<file path="config.mk">
export PLATFORM = sky130hd
export DESIGN_NAME = fpu_regfile_sb
export DESIGN_NICKNAME = d
export VERILOG_FILES = /design/src/rtl/fpu_regfile_sb.sv
export SDC_FILE = /design/constraint.sdc
export NUM_CORES = 2
export LEC_CHECK = 0
export BUFFER_PORTS_ARGS = -buffer_cell sky130_fd_sc_hd__buf_2
export CAP_MARGIN = 10
export CORE_ASPECT_RATIO = 0.8
export CORE_UTILIZATION = 35
export CTS_BUF_LIST = sky130_fd_sc_hd__clkbuf_8
export CTS_CLUSTER_DIAMETER = 150
export CTS_CLUSTER_SIZE = 25
export DETAILED_ROUTE_END_ITERATION = 8
export MAX_ROUTING_LAYER = met4
export PLACE_DENSITY_LB_ADDON = 0.15
export SLEW_MARGIN = 5
export SYNTH_ARGS = -nofsm -noshare
export SYNTH_HDL_FRONTEND = slang
export SYNTH_SLANG_ARGS = --single-unit
</file>
<file path="constraint.sdc">
create_clock -name clk -period 32 [get_ports clk]
set_input_delay 1.6 -clock clk [delete_from_list [all_inputs] [get_ports clk]]
set_output_delay 1.6 -clock clk [all_outputs]
set_load 0.05 [all_outputs]
</file>
<file path="src/rtl/fpu_regfile_sb.sv">
// FPU register file: two write ports (y wins), two read ports, per-register scoreboard.
// Optional same-cycle write/clear forwarding on the read ports: FPU_REGFILE_BYPASS_EN.
module fpu_regfile_sb #(
  parameter int DW = 32,
  parameter int AW = 5
) (
  input  logic          clk,
  input  logic          clr,
  input  logic [AW-1:0] rna,
  input  logic [AW-1:0] rnb,
  output logic [DW-1:0] qa,
  output logic [DW-1:0] qb,
  output logic          busy_a,
  output logic          busy_b,
  input  logic [AW-1:0] wnx,
  input  logic [AW-1:0] wny,
  input  logic [DW-1:0] dx,
  input  logic [DW-1:0] dy,
  input  logic          wex,
  input  logic          wey,
  input  logic          iss,
  input  logic [AW-1:0] iss_rn,
  output logic [AW:0]   pend_cnt,
  output logic          idle,
  output logic          sb_err
);

  localparam int NREG = 2 ** AW;

  logic [DW-1:0]   rf [NREG];
  logic [NREG-1:0] pend;
  logic [NREG-1:0] pend_nxt;
  logic [NREG-1:0] clr_vec;
  logic [NREG-1:0] set_vec;
  logic            clear_x;
  logic            clear_y;
  logic            set_new;
  logic            err_hit;
  logic            same_clr;
  logic [AW:0]     n_clr;
  logic [AW:0]     cnt_nxt;

  always_comb begin
    clear_x  = wex & pend[wnx];
    clear_y  = wey & pend[wny];
    clr_vec  = '0;
    set_vec  = '0;
    if (clear_x) clr_vec[wnx] = 1'b1;
    if (clear_y) clr_vec[wny] = 1'b1;
    if (iss)     set_vec[iss_rn] = 1'b1;
    // A set overrides a clear: a new producer is now in flight.
    pend_nxt = (pend & ~clr_vec) | set_vec;
    set_new  = iss & (~pend[iss_rn] | clr_vec[iss_rn]);
    err_hit  = iss & pend[iss_rn] & ~clr_vec[iss_rn];
    same_clr = clear_x & clear_y & (wnx == wny);
    n_clr    = (AW+1)'(clear_x) + (AW+1)'(clear_y)
             - (AW+1)'(same_clr);
    cnt_nxt  = pend_cnt + (AW+1)'(set_new) - n_clr;
  end

  always_ff @(posedge clk or posedge clr) begin
    if (clr) begin
      for (int i = 0; i < NREG; i++) rf[i] <= '0;
    end else begin
      for (int i = 0; i < NREG; i++) begin
        if (wey && wny == AW'(i))
          rf[i] <= dy;
        else if (wex && wnx == AW'(i))
          rf[i] <= dx;
      end
    end
  end

  always_ff @(posedge clk or posedge clr) begin
    if (clr) begin
      pend     <= '0;
      pend_cnt <= '0;
      sb_err   <= 1'b0;
    end else begin
      pend     <= pend_nxt;
      pend_cnt <= cnt_nxt;
      if (err_hit) sb_err <= 1'b1;
    end
  end

  assign idle = (pend_cnt == '0);

`ifdef FPU_REGFILE_BYPASS_EN
  always_comb begin
    qa = rf[rna];
    qb = rf[rnb];
    if (wex && wnx == rna) qa = dx;
    if (wey && wny == rna) qa = dy;
    if (wex && wnx == rnb) qb = dx;
    if (wey && wny == rnb) qb = dy;
    busy_a = pend[rna] & ~clr_vec[rna];
    busy_b = pend[rnb] & ~clr_vec[rnb];
  end
`else
  assign qa     = rf[rna];
  assign qb     = rf[rnb];
  assign busy_a = pend[rna];
  assign busy_b = pend[rnb];
`endif

endmodule

</file>
After elaboration in Yosys (flattened, before gate mapping):

Cells that the tools add are included.

* add/sub/neg operators: 4
* magnitude comparators: 10
* eq/ne operators: 63
* muxes and demuxes: 91
* bitwise logic cells: 16
* reductions and logical operators: 102

Operator list (count)
* $mux 32: 71
* $bmux 32 s5: 2
* $eq 5x5->1 const B: 32
* $eq 5x4->1 const B: 16
* $logic_and 1x1->1: 67
* $or 32x32->32: 2
* $reduce_bool 2->1: 32
* $eq 5x3->1 const B: 8
* $and 32x32->32: 1
* $not 32->32: 1
* $bmux 1 s5: 6
* $lt 5x6->1 const B: 5
* $eq 5x2->1 const B: 4
* $demux 1 s5: 3
* $ge 5x1->1 const B: 3
* $ge 6x6->1 const B: 2
* $not 5->6: 2
* $eq 5x1->1 const B: 2
* $logic_not 5->1: 2
* $mux 1: 9
* $and 1x1->1: 7
* $add 6x1->6: 1
* $logic_not 6->1: 1
* $sub 6x6->6: 1
* other kinds (5): 6

* flip-flop bits (word level): 1063
* input port bits: 94
* output and inout port bits: 74
* logic and storage cells: 321

Depth between registers and ports, before layout:

* word-level depth: 13
* gate-level depth with buffers: 25
* gate-level depth less buffers: 20

Worst setup path after synthesis:

Ideal clock, no wire load.

* path kind: input-to-output
* start point: in rna[0]
* end point: out busy_a
* data arrival time: 4049 ps
* data required time: 30400 ps
* setup slack: 26351 ps
* stages: 6
* path buffers: 3
* cells stage by stage: clkbuf_1 -> clkbuf_1 -> buf_1 -> mux4_2 -> mux4_2 -> mux2_2

* word-level cells in the longest chain between the ends: 2

Ends and longest elaborated chain
* start, declared: RTL line 9 `input logic [AW-1:0] rna,`
* $bmux 1 s5: RTL line 102 `assign busy_a = pend[rna];`
* $mux 1 (implied by the code): RTL line 102
* end, declared: RTL line 13 `output logic busy_a,`

Every way passes these cells. The select of a mux whose other input is x is not followed.

Worst setup path in the final report:

* start point: in rnb[0]
* end point: out qb[11]

* word-level cells in the longest chain between the ends: 4

Ends and longest elaborated chain
* start, declared: RTL line 10 `input logic [AW-1:0] rnb,`
* $not 5->6 (implied by the code): RTL line 101 `assign qb = rf[rnb];`
* $bmux 32 s5: RTL line 101
* $mux 32 (implied by the code) (2 in series): RTL line 101
* end, declared: RTL line 12 `output logic [DW-1:0] qb,`

Every way passes these cells. The select of a mux whose other input is x is not followed.

==> summary.txt <==
Outcome
  – Status: complete, but fails checks
  – Failing checks: design-rule violations

Timing
  – RSZ-0062 raised after global routing: no
  – Max-slew violation count: 0
  – Final min period: 8130 ps
  – Final hold vios: 0
  – Hold_ws: 492 ps
  – Final Setup Violations: 0
  – Achievable Freq: 0.123 GHz
  – Clock skew: 29.2 ps
  – Relative slew slack: 13.9%
  – Fin Setup TNS: 0 ps
  – Final period utilization: 25.4%
  – Tightest Pin Transition: 1290 ps

Floorplanning
  – Die X: 491 µm
  – Core Rows: 143
  – I/O pins: 168
  – Die Ht: 393 µm
  – Die area: 0.193 mm²
  – Core area: 0.190 mm²
  – Initial core utilization: 35.3%

Global route
  – Initial antenna violation count: 28
  – First-pass GRT wire length: 398000 µm
  – GRT overflow: 0
  – Largest net degree at the start of global routing: 145
  – Vias in the first global route: 47900
  – Global-route usage over all layers: 29.8%

Worst hold path
  – Worst hold start: sb_err
  – Min-Delay Path Class: flip-flop to flip-flop
  – Hold path endpoint: sb_err
  – Hold depth: 2

Logic synthesis
  – Post-synth ARST share: 100%
  – Ys Warns: 0
  – Top cell type's share of synthesized area: 39.7%
  – Synthesized cell area: 0.0671 mm²
  – Syn nets: 6120
  – Synth area leaders: dfrtp_1 (40%), mux4_2 (22%), mux2i_1 (16%)
  – Yosys top cell by area: dfrtp_1
  – Cell variety after synth: 61
  – Syn Inst Count: 6013
  – EDFF count, synth: 0
  – Prevailing post-synth register cell: dfrtp_1
  – Register area share after synthesis: 39.7%
  – Register bit total from synthesis: 1063
  – Syn Area/Cell: 11.2 µm²

Setup path
  – Crit Path Class: input pin to output pin
  – Max stage delay on crit path: 880 ps
  – Critical Path RT: 30400 ps
  – RR Startpoint: pend[16]
  – Crit path buffers/inverters: 5
  – FF-to-FF path depth: 17
  – CP max-delay cell: buf_4
  – CP arrival: 6530 ps
  – CP endpoint kind: output pin
  – Top cell by count, worst path: buf_4
  – Max FO, Critical Path: 60
  – CP startpoint kind: input pin
  – R2R setup slack: 27170 ps
  – CP delay by family, top: buffers and inverters
  – Critical path depth: 8
  – Worst path cell trace: buf_8, buf_4, buf_4, buf_4, mux4_2, mux4_2, mux2_2, buf_2
  – Worst R2R End: pend_cnt[5]

Place
  – Number of port buffers: 167
  – Global placer's final weighted congestion: 0.865
  – DP Wirelength: 155000 µm
  – Placed inst area: 0.0698 mm²

Routing
  – DRC: 16
  – Vias per std cell: 6.21
  – Via count: 50900
  – Routed WL: 284000 µm
  – DRT antenna net count: 0
  – DR pass1 iterations: 8
  – Routed WL per cell: 34.6 µm
  – Initial DRC count: 7071

Final layout
  – Commonest non-fill, non-tap cell in the layout: dfrtp_1
  – Fin util: 37.1%
  – Commonest cells after routing, fill and taps aside: dfrtp_1 (1063), mux2i_1 (1055), nand2_1 (701)
  – Fraction of layout cells with a size suffix above 1: 20.3%
  – P&R area growth vs syn: 5.20%
  – Fillers: 18400
  – Design area: 0.0705 mm²
  – Nets: 5750

Power
  – Worst vdd ir: 0.0323 mV
  – Total power after layout: 3.97 mW
  – Sequential power share: 51.0%
  – Internal power: 2.52 mW
  – Sw frac: 36.4%
  – Power per Cell Area: 56.2 mW/mm²
  – Clock power frac: 15.4%
  – Switch Pwr: 1.44 mW
  – Combinational Power Share: 33.6%
  – P_leak: 29.1 nW

Clock network
  – Post-CTS Setup Inserts: 0
  – Clock buffer depth: 3
  – Resized Gates After CTS: 0
  – CTS tree: yes
  – CTS Buf Count: 48
  – Hold-fix buffers at CTS: 0
  – Worst skew pair latency: 900 ps
  – CTS H-tree depth: 2
  – Clock root buffer: clkbuf_8
  – Clock sinks: 1063
  – Clock slew at reported path FFs: 160 ps

Flow run
  – Max-cap violations: 0
==> worst max path at each step <==
stage / from / end
3_5_place_dp: rna[0] / qa[11]
3_3_place_gp: rnb[0] / qb[11]
5_1_grt: rna[0] / qa[11]
2_1_floorplan: clr / pend[0]
6_report: rnb[0] / qb[11]
4_1_cts: rna[0] / qa[11]
==> stage by stage <==
step / cells / worst slack [ps]
5_1_grt: 8196 / 23440
2_1_floorplan: 6013 / 478
3_3_place_gp: 8130 / 23730
3_5_place_dp: 8130 / 23690
4_1_cts: 8183 / 23690
6_report: 8200 / 23870
==> power by group through the flow <==
stage	logic, mW	clock network [mW]	registers [mW]
floorplan	1.05	0	1.92
detailed placement	1.34	0	2.03
global route	1.44	0.661	2.06
global placement	1.30	0	2.02
finish	1.33	0.612	2.02
CTS	1.34	0.628	2.01
==> kinds of logic (layout without fill, tap and decap cells) <==
logic type	after synthesis	count (layout)	share of synthesized area, %
other	0	17	0
buffers and inverters	721	354	4.19
and+or+nand+nor	1274	1274	7.53
DFF	1063	1063	39.7
adders and majority gates	13	13	0.254
AOI/OAI and AO/OA	1142	1142	8.90
xor gates and xnor gates	10	10	0.131
muxes	1790	1790	39.3
==> sequential cells by signal, summed over array words and instances (netlist names) <==
register / flops
sb_err: 1
pend: 32
pend_cnt: 6
rf: 1024
==> synthesized netlist by cell type, drive strengths merged, types with 6 or more instances <==
master / instances
nand2: 728
buf: 143
a21oi: 397
nand3b: 6
inv: 18
a32oi: 14
and2: 8
nor2: 440
nor3: 6
nor2b: 11
nand4: 9
ha: 12
nand2b: 7
mux2i: 1055
and3: 7
nand3: 26
dfrtp: 1063
o21ai: 676
a22oi: 19
a221o: 6
clkbuf: 560
o211ai: 6
mux4: 669
mux2: 66
==> worst min-delay path, stage by stage, from the launching register on <==
cell	delay [ps]
dfrtp_1	380
inv_1	50
o41ai_2	40
==> routing by layer <==
| metal | vias up | GRT usage, % | wire length (µm) |
|---|---|---|---|
| met5 | - | - | 0 |
| met4 | 0 | 8.21 | 8600 |
| met3 | 376 | 5.06 | 24800 |
| met2 | 2662 | 43.3 | 126000 |
| met1 | 26600 | 42.7 | 124000 |
| li1 | 21200 | - | - |
==> layout make-up <==
class	count	area, µm²	area share, %
multi-input cells	4229	38100	54.0
repair buffers	283	1820	2.58
inverters	18	75.1	0.106
flip-flops and latches	1063	26600	37.7
clock inverters	4	31.3	0.0443
diodes	17	42.5	0.0603
well taps	2537	3170	4.50
clock buffers	49	674	0.956
Note: power is estimated with default switching activity, not from simulation.
